**src/rtl/bcd_serial_adder_if.sv**
```systemverilog
// Operand/result bundle for the digit-serial packed-BCD adder.
// The sub line exists only when BCD_SUB_EN is defined.
interface bcd_serial_adder_if #(parameter int DIGITS = 4);
  logic                  start;
  logic [4*DIGITS-1:0]   a;
  logic [4*DIGITS-1:0]   b;
  logic                  cin;
`ifdef BCD_SUB_EN
  logic                  sub;
`endif
  logic [4*DIGITS-1:0]   sum;
  logic                  cout;
  logic                  busy;
  logic                  done;
  logic                  err;

  modport master (
`ifdef BCD_SUB_EN
    output sub,
`endif
    output start, a, b, cin,
    input  sum, cout, busy, done, err
  );

  modport slave (
`ifdef BCD_SUB_EN
    input  sub,
`endif
    input  start, a, b, cin,
    output sum, cout, busy, done, err
  );
endinterface

```
**src/rtl/bcd_serial_adder.sv**
```systemverilog
// Digit-serial packed-BCD adder: one decimal digit per clock, LSB first, registered carry.
// Define BCD_SUB_EN to add nines-complement subtraction selected by the sub line.
module bcd_serial_adder #(
  parameter int DIGITS = 4
) (
  input logic             clk,
  input logic             rst,
  bcd_serial_adder_if.slave bus
);
  localparam int W  = 4 * DIGITS;
  localparam int CW = $clog2(DIGITS + 1);
  localparam logic [CW-1:0] LAST = CW'(DIGITS - 1);

  typedef enum logic [1:0] {IDLE = 2'd0, ADD = 2'd1, FIN = 2'd2} state_t;

  state_t          state;
  state_t          state_next;
  logic [W-1:0]    a_sh;
  logic [W-1:0]    b_sh;
  logic [W-1:0]    sum_q;
  logic [W+3:0]    sum_cat;
  logic [CW-1:0]   idx;
  logic            carry;
  logic            cout_q;
  logic            busy_q;
  logic            done_q;
  logic            err_q;
  logic            sub_q;
  logic [3:0]      a_d;
  logic [3:0]      b_raw;
  logic [3:0]      b_d;
  logic [3:0]      digit;
  logic [4:0]      t;
  logic            digit_carry;
  logic            digit_err;

`ifndef BCD_SUB_EN
  assign sub_q = 1'b0;
`endif

  always_ff @(posedge clk or posedge rst) begin
    if (rst) state <= IDLE;
    else     state <= state_next;
  end

  always_comb begin
    state_next = state;
    case (state)
      IDLE:    if (bus.start) state_next = ADD;
      ADD:     if (idx == LAST) state_next = FIN;
      FIN:     state_next = IDLE;
      default: state_next = IDLE;
    endcase
  end

  // One-digit decimal-correct stage; invalid digits still follow the same +6 rule.
  always_comb begin
    a_d         = a_sh[3:0];
    b_raw       = b_sh[3:0];
    b_d         = sub_q ? (4'd9 - b_raw) : b_raw;
    t           = {1'b0, a_d} + {1'b0, b_d} + {4'd0, carry};
    digit_carry = (t > 5'd9);
    digit       = digit_carry ? (t[3:0] + 4'd6) : t[3:0];
    digit_err   = (a_d > 4'd9) || (b_raw > 4'd9);
    sum_cat     = {digit, sum_q};
  end

  always_ff @(posedge clk or posedge rst) begin
    if (rst) begin
      a_sh   <= '0;
      b_sh   <= '0;
      sum_q  <= '0;
      idx    <= '0;
      carry  <= 1'b0;
      cout_q <= 1'b0;
      busy_q <= 1'b0;
      done_q <= 1'b0;
      err_q  <= 1'b0;
`ifdef BCD_SUB_EN
      sub_q  <= 1'b0;
`endif
    end else begin
      done_q <= 1'b0;
      case (state)
        IDLE: begin
          if (bus.start) begin
            a_sh   <= bus.a;
            b_sh   <= bus.b;
            idx    <= '0;
            busy_q <= 1'b1;
            err_q  <= 1'b0;
`ifdef BCD_SUB_EN
            sub_q  <= bus.sub;
            carry  <= bus.sub ? 1'b1 : bus.cin;
`else
            carry  <= bus.cin;
`endif
          end
        end
        ADD: begin
          // Result digits enter from the top so digit 0 lands in [3:0] after DIGITS shifts.
          a_sh  <= a_sh >> 4;
          b_sh  <= b_sh >> 4;
          sum_q <= sum_cat[W+3:4];
          carry <= digit_carry;
          idx   <= idx + 1'b1;
          if (digit_err) err_q <= 1'b1;
        end
        FIN: begin
          cout_q <= carry;
          done_q <= 1'b1;
          busy_q <= 1'b0;
        end
        default: ;
      endcase
    end
  end

  assign bus.sum  = sum_q;
  assign bus.cout = cout_q;
  assign bus.busy = busy_q;
  assign bus.done = done_q;
  assign bus.err  = err_q;
endmodule

```
**src/flat_wrapper.sv**
```systemverilog
// flat-port wrapper written by rule: the top's interface ports become plain ports
module bcd_serial_adder_flat 
#(
  parameter int DIGITS = 4
)
  (clk, rst, bus_start, bus_a, bus_b, bus_cin, bus_sum, bus_cout, bus_busy, bus_done, bus_err);
  bcd_serial_adder_if #(.DIGITS(DIGITS)) bus_i ();
  input logic clk;
  input logic rst;
  input wire logic [$bits(bus_i.start)-1:0] bus_start;
  input wire logic [$bits(bus_i.a)-1:0] bus_a;
  input wire logic [$bits(bus_i.b)-1:0] bus_b;
  input wire logic [$bits(bus_i.cin)-1:0] bus_cin;
  output wire logic [$bits(bus_i.sum)-1:0] bus_sum;
  output wire logic [$bits(bus_i.cout)-1:0] bus_cout;
  output wire logic [$bits(bus_i.busy)-1:0] bus_busy;
  output wire logic [$bits(bus_i.done)-1:0] bus_done;
  output wire logic [$bits(bus_i.err)-1:0] bus_err;
  assign bus_i.start = bus_start;
  assign bus_i.a = bus_a;
  assign bus_i.b = bus_b;
  assign bus_i.cin = bus_cin;
  assign bus_sum = bus_i.sum;
  assign bus_cout = bus_i.cout;
  assign bus_busy = bus_i.busy;
  assign bus_done = bus_i.done;
  assign bus_err = bus_i.err;
  bcd_serial_adder #(.DIGITS(DIGITS)) u_core (.clk(clk), .rst(rst), .bus(bus_i));
endmodule
```
**config.mk**
```make
export PLATFORM = sky130hd
export DESIGN_NAME = bcd_serial_adder_flat
export DESIGN_NICKNAME = d
export VERILOG_FILES = /design/src/rtl/bcd_serial_adder_if.sv /design/src/rtl/bcd_serial_adder.sv /design/src/flat_wrapper.sv
export SDC_FILE = /design/constraint.sdc
export NUM_CORES = 1
export LEC_CHECK = 0
export BUFFER_PORTS_ARGS = -buffer_cell sky130_fd_sc_hd__clkbuf_2
export CAP_MARGIN = 30
export CORE_ASPECT_RATIO = 0.75
export CORE_MARGIN = 4
export CORE_UTILIZATION = 40
export DETAILED_ROUTE_END_ITERATION = 16
export SKIP_CTS_REPAIR_TIMING = 1
export SLEW_MARGIN = 20
export SYNTH_ARGS = -nofsm -noshare
export SYNTH_HDL_FRONTEND = slang
export SYNTH_SLANG_ARGS = --single-unit
```
**constraint.sdc**
```tcl
create_clock -name clk -period 8.1 [get_ports clk]
set_clock_uncertainty 0.1 [all_clocks]
set_input_delay 0.81 -clock clk [delete_from_list [all_inputs] [get_ports clk]]
set_output_delay 0.81 -clock clk [all_outputs]
set_load 0.01 [all_outputs]
```
==> results of run 1 <==
[Yosys cell counts]
| master | count | area share, % |
|---|---|---|
| o211ai_1 | 1 | 0.28 |
| a21oi_1 | 5 | 0.92 |
| a41oi_1 | 1 | 0.32 |
| nor3_1 | 2 | 0.37 |
| and3b_1 | 1 | 0.32 |
| inv_1 | 4 | 0.55 |
| nand2_1 | 108 | 15 |
| a31oi_1 | 24 | 5.5 |
| o31ai_1 | 1 | 0.28 |
| o21ai_0 | 17 | 3.1 |
| xnor2_2 | 1 | 0.60 |
| buf_1 | 3 | 0.42 |
| ha_1 | 6 | 2.8 |
| a21o_1 | 1 | 0.28 |
| nor3b_2 | 1 | 0.46 |
| a21oi_2 | 1 | 0.32 |
| nand3_2 | 1 | 0.37 |
| nand3b_1 | 1 | 0.28 |
| a211o_1 | 2 | 0.65 |
| fa_1 | 2 | 1.5 |
| a21boi_0 | 1 | 0.28 |
| dfrtp_1 | 58 | 54 |
| a211oi_1 | 1 | 0.28 |
| a211oi_2 | 1 | 0.46 |
| o32a_1 | 1 | 0.37 |
| a22oi_1 | 1 | 0.28 |
| and4_2 | 1 | 0.37 |
| nand2b_1 | 3 | 0.69 |
| and2_1 | 2 | 0.46 |
| nand3_1 | 3 | 0.55 |
| nand4_1 | 2 | 0.46 |
| nor2b_1 | 4 | 0.92 |
| mux2_2 | 1 | 0.42 |
| a221oi_1 | 1 | 0.32 |
| or3_1 | 1 | 0.23 |
| nor2_1 | 26 | 3.6 |
| buf_2 | 4 | 0.74 |
| clkbuf_1 | 10 | 1.4 |
| or4_1 | 1 | 0.28 |
[where the power goes]
part | switching, mW | total [mW] | internal [mW]
registers | 0.0929 | 0.525 | 0.432
clock network | 0.121 | 0.303 | 0.182
logic | 0.477 | 0.805 | 0.327
[metrics by stage]
| step | std cells | instance area, um^2 | util [%] | setup WS [ns] |
|---|---|---|---|---|
| after floorplan | 305 | 2710 | - | 5.36 |
| after global placement | 428 | 3060 | 47.4 | 5.26 |
| after detailed placement | 429 | 3070 | 47.6 | 5.20 |
| after CTS | 445 | 3290 | 51.1 | 5.19 |
| after global routing | 445 | 3290 | 51.1 | 4.98 |
| final | 445 | 3290 | 51.1 | 5.18 |
[kinds of logic after synthesis]
logic type      after synthesis
flops                        58
fa+ha+maj                     8
compound gates               59
simple gates                157
xor+xnor                      1
buf+inv                      21
mux                           1
[per-layer routing]
metal / part of all wire, % / vias to the layer above / GRT usage [%]
met5: 0 / - / 0
met4: 1.2 / 0 / 6.47
met3: 5.3 / 10 / 5.36
met2: 44 / 53 / 25.9
met1: 49 / 1029 / 22.2
li1: - / 1138 / -
[state kept, by name, summed over array words and instances (netlist names)]
register and cells:
u_core.idx 3, u_core.bus.done 1, u_core.bus.sum 16, u_core.bus.err 1
u_core.state 2, u_core.bus.busy 1, u_core.carry 1, u_core.bus.cout 1
u_core.a_sh 16, u_core.b_sh 16
[path summary, 6_finish.rpt]
kind / startpoint / end / slack [ns] / cells after the start
min in group asynchronous: rst / u_core.bus.sum[0]$_DFFE_PP0P_ / 0.55 / 3
min: u_core.bus.sum[3]$_DFFE_PP0P_ / u_core.bus.sum[3]$_DFFE_PP0P_ / 0.38 / 2
min reg2reg: u_core.bus.sum[3]$_DFFE_PP0P_ / u_core.bus.sum[3]$_DFFE_PP0P_ / 0.38 / 2
max: u_core.carry$_DFFE_PP0P_ / u_core.bus.sum[13]$_DFFE_PP0P_ / 5.18 / 8
max in group asynchronous: rst / u_core.a_sh[7]$_DFFE_PP0P_ / 6.85 / 3
max reg2reg: u_core.carry$_DFFE_PP0P_ / u_core.bus.sum[13]$_DFFE_PP0P_ / 5.18 / 8
[layout make-up]
class | count | area, um^2
Clock buffer | 10 | 138
Clock inverter | 6 | 88.8
Fill cell | 622 | 3150
Inverter | 4 | 15.0
Multi-Input combinational cell | 226 | 1180
Sequential cell | 58 | 1450
Tap cell | 81 | 101
Timing Repair Buffer | 60 | 317
[worst max-delay path: cells and delay by family (launching register included)]
kind / cells / cell delay, ns
fa+ha+maj: 3 / 1.20
xor+xnor: 1 / 0.20
compound gates: 1 / 0.26
simple gates: 3 / 0.62
flops: 1 / 0.42
==> reports/metrics.cfg, run 1 <==
[route]
vias_per_cell = 5.01
drtIter0Drc = 122
routed-via-count = 2230
wl_per_cell_um = 13.4
wl_um = 5980
drcViolationCount = 0
first_pass_iters = 4
ant_nets = 0

[timing]
hold_viol_final = 0
slew_headroom_pct = 51.1
final.period_utilization_pct = 36.0
tns_ns = 0
worst_pin_slew_ns = 0.734
rsz0062_at_grt = no
setup_violations = 0
fin_hold_ws_ns = 0.378
fmax_mhz = 343
post-route-min-period_ns = 2.92
finalMaxSlewViolations = 0

[yosys]
ys_warn_count = 0
synth_compound_area_share_pct = 13.7
muxShareOfSynthArea_pct = 0.416
synth_seq_cells = 58
yosys.area_share.simple_pct = 24.3
synthCells = 305
avgSynthCellArea_um2 = 8.88
ys_seq_area_share_pct = 53.6
syn_area_um2 = 2710
synth_xor_area_share_pct = 0.600
synthAdderAreaFrac_pct = 4.25
yosysUniqueCellTypes = 39
synth_nets = 349
synth_top_family_by_area = simple AND/OR/NAND/NOR gates

[worst_hold_path]
hp-class = flip-flop to flip-flop

[clock_tree]
clock_sinks = 58
cts_made_buffers = 9
clk_pin_slew_ns = 0.07
ctsRootBufferMaster = clkbuf_8
clockBufferDepth = 2
cts_tree = yes
htree_levels = 3
clk_latency_ns = 0.34

[global_routing]
grt_max_degree = 78
grt_usage_pct = 16.9
grt-ovfl-total = 0
antenna_found_initial = 0
grt_pass1_vias = 2348
grt_first_pass_wirelength_um = 10800

[cells_and_area]
diodes = 0
final_common_cell = nand2_1
most-common-layout-cells = nand2_1, dfrtp_1, clkbuf_2, nor2_1, a31oi_1
area.growth.synth_to_final_pct = 21.6
nets = 403
drive_above_1_share_pct = 23.4

[die]
io_pins = 56
die_x_um = 103
die_h_um = 79.3
row_count = 25
core_um2 = 6440
start_util_pct = 42.0
die-area_um2 = 8170

[worst_setup_path]
cp_slowest_cell = fa_1
cp.arrival_ns = 3.03
crit_top_cell = fa_1
crit_chain = fa_1 -> fa_1 -> xnor2_2 -> ha_1 -> nor2b_1 -> a211oi_2 -> nor3_1 -> or3_1
critPathKind = flip-flop to flip-flop
critPathMaxStageDelay_ns = 0.49
path_max_fanout = 6
crit_required_ns = 8.21
critPathLaunchType = flip-flop
cp-end-kind = flip-flop

[placement]
gp_congestion = 0.798
port_buffers = 55
dp.final_hpwl_um = 3950

[power_and_ir_drop]
p_leak_nw = 1.60
vdd_drop_max_v = 0.000171
finalPower_mw = 1.63
p_per_area_nw_per_um2 = 496

[run]
drv_cap = 0

[status]
status = finished clean

No activity file was read; power rests on OpenSTA's default activity.
==> run 2: changes to the inputs <==
- clock period: 8.1 -> 2.9 ns (I/O delays scaled with it)
==> run 2 against run 1 <==
Sequential share of layout area grew 0.27 points. Register-to-register slack worse by 5.0 ns. Routed wire length is 1.9% higher. Sequential power grew to 2.8 times the previous value. Maximum frequency up 8.3%. Non-clock buffer count is 3 higher. Die area unchanged. Clock power increased by 130%. Critical endpoint is now u_core.bus.sum[14]$_DFFE_PP0P_. Largest cell class unchanged.
==> reports/metrics.cfg, run 2 (same netlist as run 1, synthesis figures left out) <==
[global_routing]
antenna_found_initial = 0  ; unchanged
grt-ovfl-total = 0  ; unchanged
grt_max_degree = 59  ; was 78
grt_usage_pct = 16.7  ; was 16.9%
grt_pass1_vias = 2269  ; was 2,348
grt_first_pass_wirelength_um = 10600  ; was 10,800 um

[clock_tree]
clk_latency_ns = 0.34  ; about the same
cts_tree = yes  ; unchanged
clk_pin_slew_ns = 0.07  ; about the same
htree_levels = 3  ; unchanged
ctsRootBufferMaster = clkbuf_8  ; unchanged
cts_made_buffers = 9  ; unchanged
clockBufferDepth = 2  ; unchanged
clock_sinks = 58  ; unchanged

[cells_and_area]
diodes = 0  ; unchanged
most-common-layout-cells = nand2_1, dfrtp_1, clkbuf_2, nor2_1, a31oi_1  ; unchanged
drive_above_1_share_pct = 24.3  ; was 23.4%
nets = 406  ; was 403
fin_util_pct = 50.8  ; was 51.1%
final_common_cell = nand2_1  ; unchanged
area.growth.synth_to_final_pct = 20.8  ; was 21.6%
final_cells = 447  ; was 445

[worst_hold_path]
hp-class = input port to asynchronous set/reset pin  ; was flip-flop to flip-flop

[worst_setup_path]
crit_top_cell = fa_2  ; was fa_1
critPathKind = flip-flop to flip-flop  ; unchanged
critPathLaunchType = flip-flop  ; unchanged
critPathMaxStageDelay_ns = 0.55  ; was 0.49 ns
crit_required_ns = 3.07  ; was 8.21 ns
r2r_cells = 8  ; unchanged
cp-end-kind = flip-flop  ; unchanged
rr_endpoint = u_core.bus.sum[14]$_DFFE_PP0P_  ; was u_core.bus.sum[13]$_DFFE_PP0P_
r2r_slack_ns = 0.21  ; was 5.18 ns
cp_slowest_cell = fa_2  ; was fa_1
crit_chain = fa_2 -> fa_2 -> inv_1 -> ha_1 -> nor2b_1 -> a211o_1 -> a221oi_1 -> o32a_1  ; was fa_1 -> fa_1 -> xnor2_2 -> ha_1 -> nor2b_1 -> a211oi_2 -> nor3_1 -> or3_1
worstReg2RegStart = u_core.carry$_DFFE_PP0P_  ; unchanged
critPathTopFamily = adder cells  ; unchanged
path_buf_inv = 1  ; was 0
cp.arrival_ns = 2.86  ; was 3.03 ns
path_max_fanout = 4  ; was 6

[route]
wl_per_cell_um = 13.6  ; was 13.4 um
wl_um = 6090  ; was 5980 um
drtIter0Drc = 82  ; was 122
routed-via-count = 2274  ; was 2,230
first_pass_iters = 4  ; unchanged
vias_per_cell = 5.09  ; was 5.01
ant_nets = 0  ; unchanged
drcViolationCount = 0  ; unchanged

[placement]
dp_cells = 432  ; was 429
port_buffers = 55  ; unchanged
pre_cts_ws_ns = 0.0625  ; was 5.20 ns
dp.final_hpwl_um = 4060  ; was 3950 um
gp_congestion = 0.802  ; was 0.798

[power_and_ir_drop]
p_per_area_nw_per_um2 = 1380  ; was 496 nW/um^2
p_leak_nw = 1.60  ; about the same
comb_power_share_pct = 51.9  ; was 49.3%
vdd_drop_max_v = 0.000675  ; was 0.000171 V
swShare_pct = 42.9  ; was 42.3%
seq_power_share_pct = 32.5  ; was 32.1%
p_switching_mw = 1.94  ; was 691 uW
clock_power_share_pct = 15.6  ; was 18.5%
p_int_mw = 2.58  ; was 941 uW

[run]
drv_cap = 0  ; unchanged

[timing]
setup_violations = 0  ; unchanged
finalMaxSlewViolations = 0  ; unchanged
worst_pin_slew_ns = 0.736  ; was 0.734 ns
slew_headroom_pct = 50.9  ; was 51.1%
fmax_mhz = 372  ; was 343 MHz
final.period_utilization_pct = 92.8  ; was 36.0%
post-route-min-period_ns = 2.69  ; was 2.92 ns
rsz0062_at_grt = no  ; unchanged
hold_viol_final = 0  ; unchanged
tns_ns = 0  ; unchanged
finalWorstSetupSlack_ns = 0.208  ; was 5.18 ns

[die]
io_pins = 56  ; unchanged
core_um2 = 6440  ; unchanged
die-area_um2 = 8170  ; unchanged
row_count = 25  ; unchanged
start_util_pct = 42.0  ; unchanged
die_h_um = 79.3  ; unchanged
die_x_um = 103  ; unchanged

[status]
status = finished clean  ; unchanged

==> run 2: worst max path at each step <==
stage,to,cells after the start,startpoint
floorplan,u_core.bus.sum[13]$_DFFE_PP0P_,8,u_core.carry$_DFFE_PP0P_
global placement,u_core.bus.sum[13]$_DFFE_PP0P_,8,u_core.carry$_DFFE_PP0P_
detailed placement,u_core.bus.sum[13]$_DFFE_PP0P_,8,u_core.carry$_DFFE_PP0P_
CTS,u_core.bus.sum[13]$_DFFE_PP0P_,8,u_core.carry$_DFFE_PP0P_
global route,u_core.bus.sum[14]$_DFFE_PP0P_,8,u_core.carry$_DFFE_PP0P_
finish,u_core.bus.sum[14]$_DFFE_PP0P_,8,u_core.carry$_DFFE_PP0P_
==> run 2: worst min-delay path, stage by stage <==
cell      delay, ns
clkbuf_2       0.09
inv_2          0.03
buf_4          0.58
==> run 2: layout make-up <==
class | instances | area (um^2)
clock buffer | 9 | 124
clock inverter | 6 | 58.8
fill | 654 | 3170
inverter | 4 | 15.0
multi-input combinational | 226 | 1190
sequential | 58 | 1450
tap | 81 | 101
timing repair buffer | 63 | 335
==> run 2: power groups by stage <==
stage,clock network (mW),registers [mW],logic [mW]
after CTS,0.734,1.47,2.35
final,0.704,1.47,2.35
after detailed placement,0,1.48,2.34
after floorplan,0,1.47,1.69
after global routing,0.758,1.53,2.71
after global placement,0,1.47,2.32
==> run 2: routing by layer <==
metal  share of wire, %  GRT usage [%]
met2                 44           24.5
met3                6.1           4.65
met1                 50           23.4
met5                  0              0
met4               0.67           6.34
==> run 2: stage by stage <==
| stage | total power, mW | area, um^2 | hold slack (ns) |
|---|---|---|---|
| global placement | 3.79 | 3090 | 0.357 |
| detailed placement | 3.82 | 3090 | 0.361 |
| floorplan | 3.16 | 2710 | 0.307 |
| CTS | 4.56 | 3270 | 0.0389 |
| finish | 4.52 | 3270 | 0.0451 |
| global route | 5.00 | 3270 | 0.0605 |
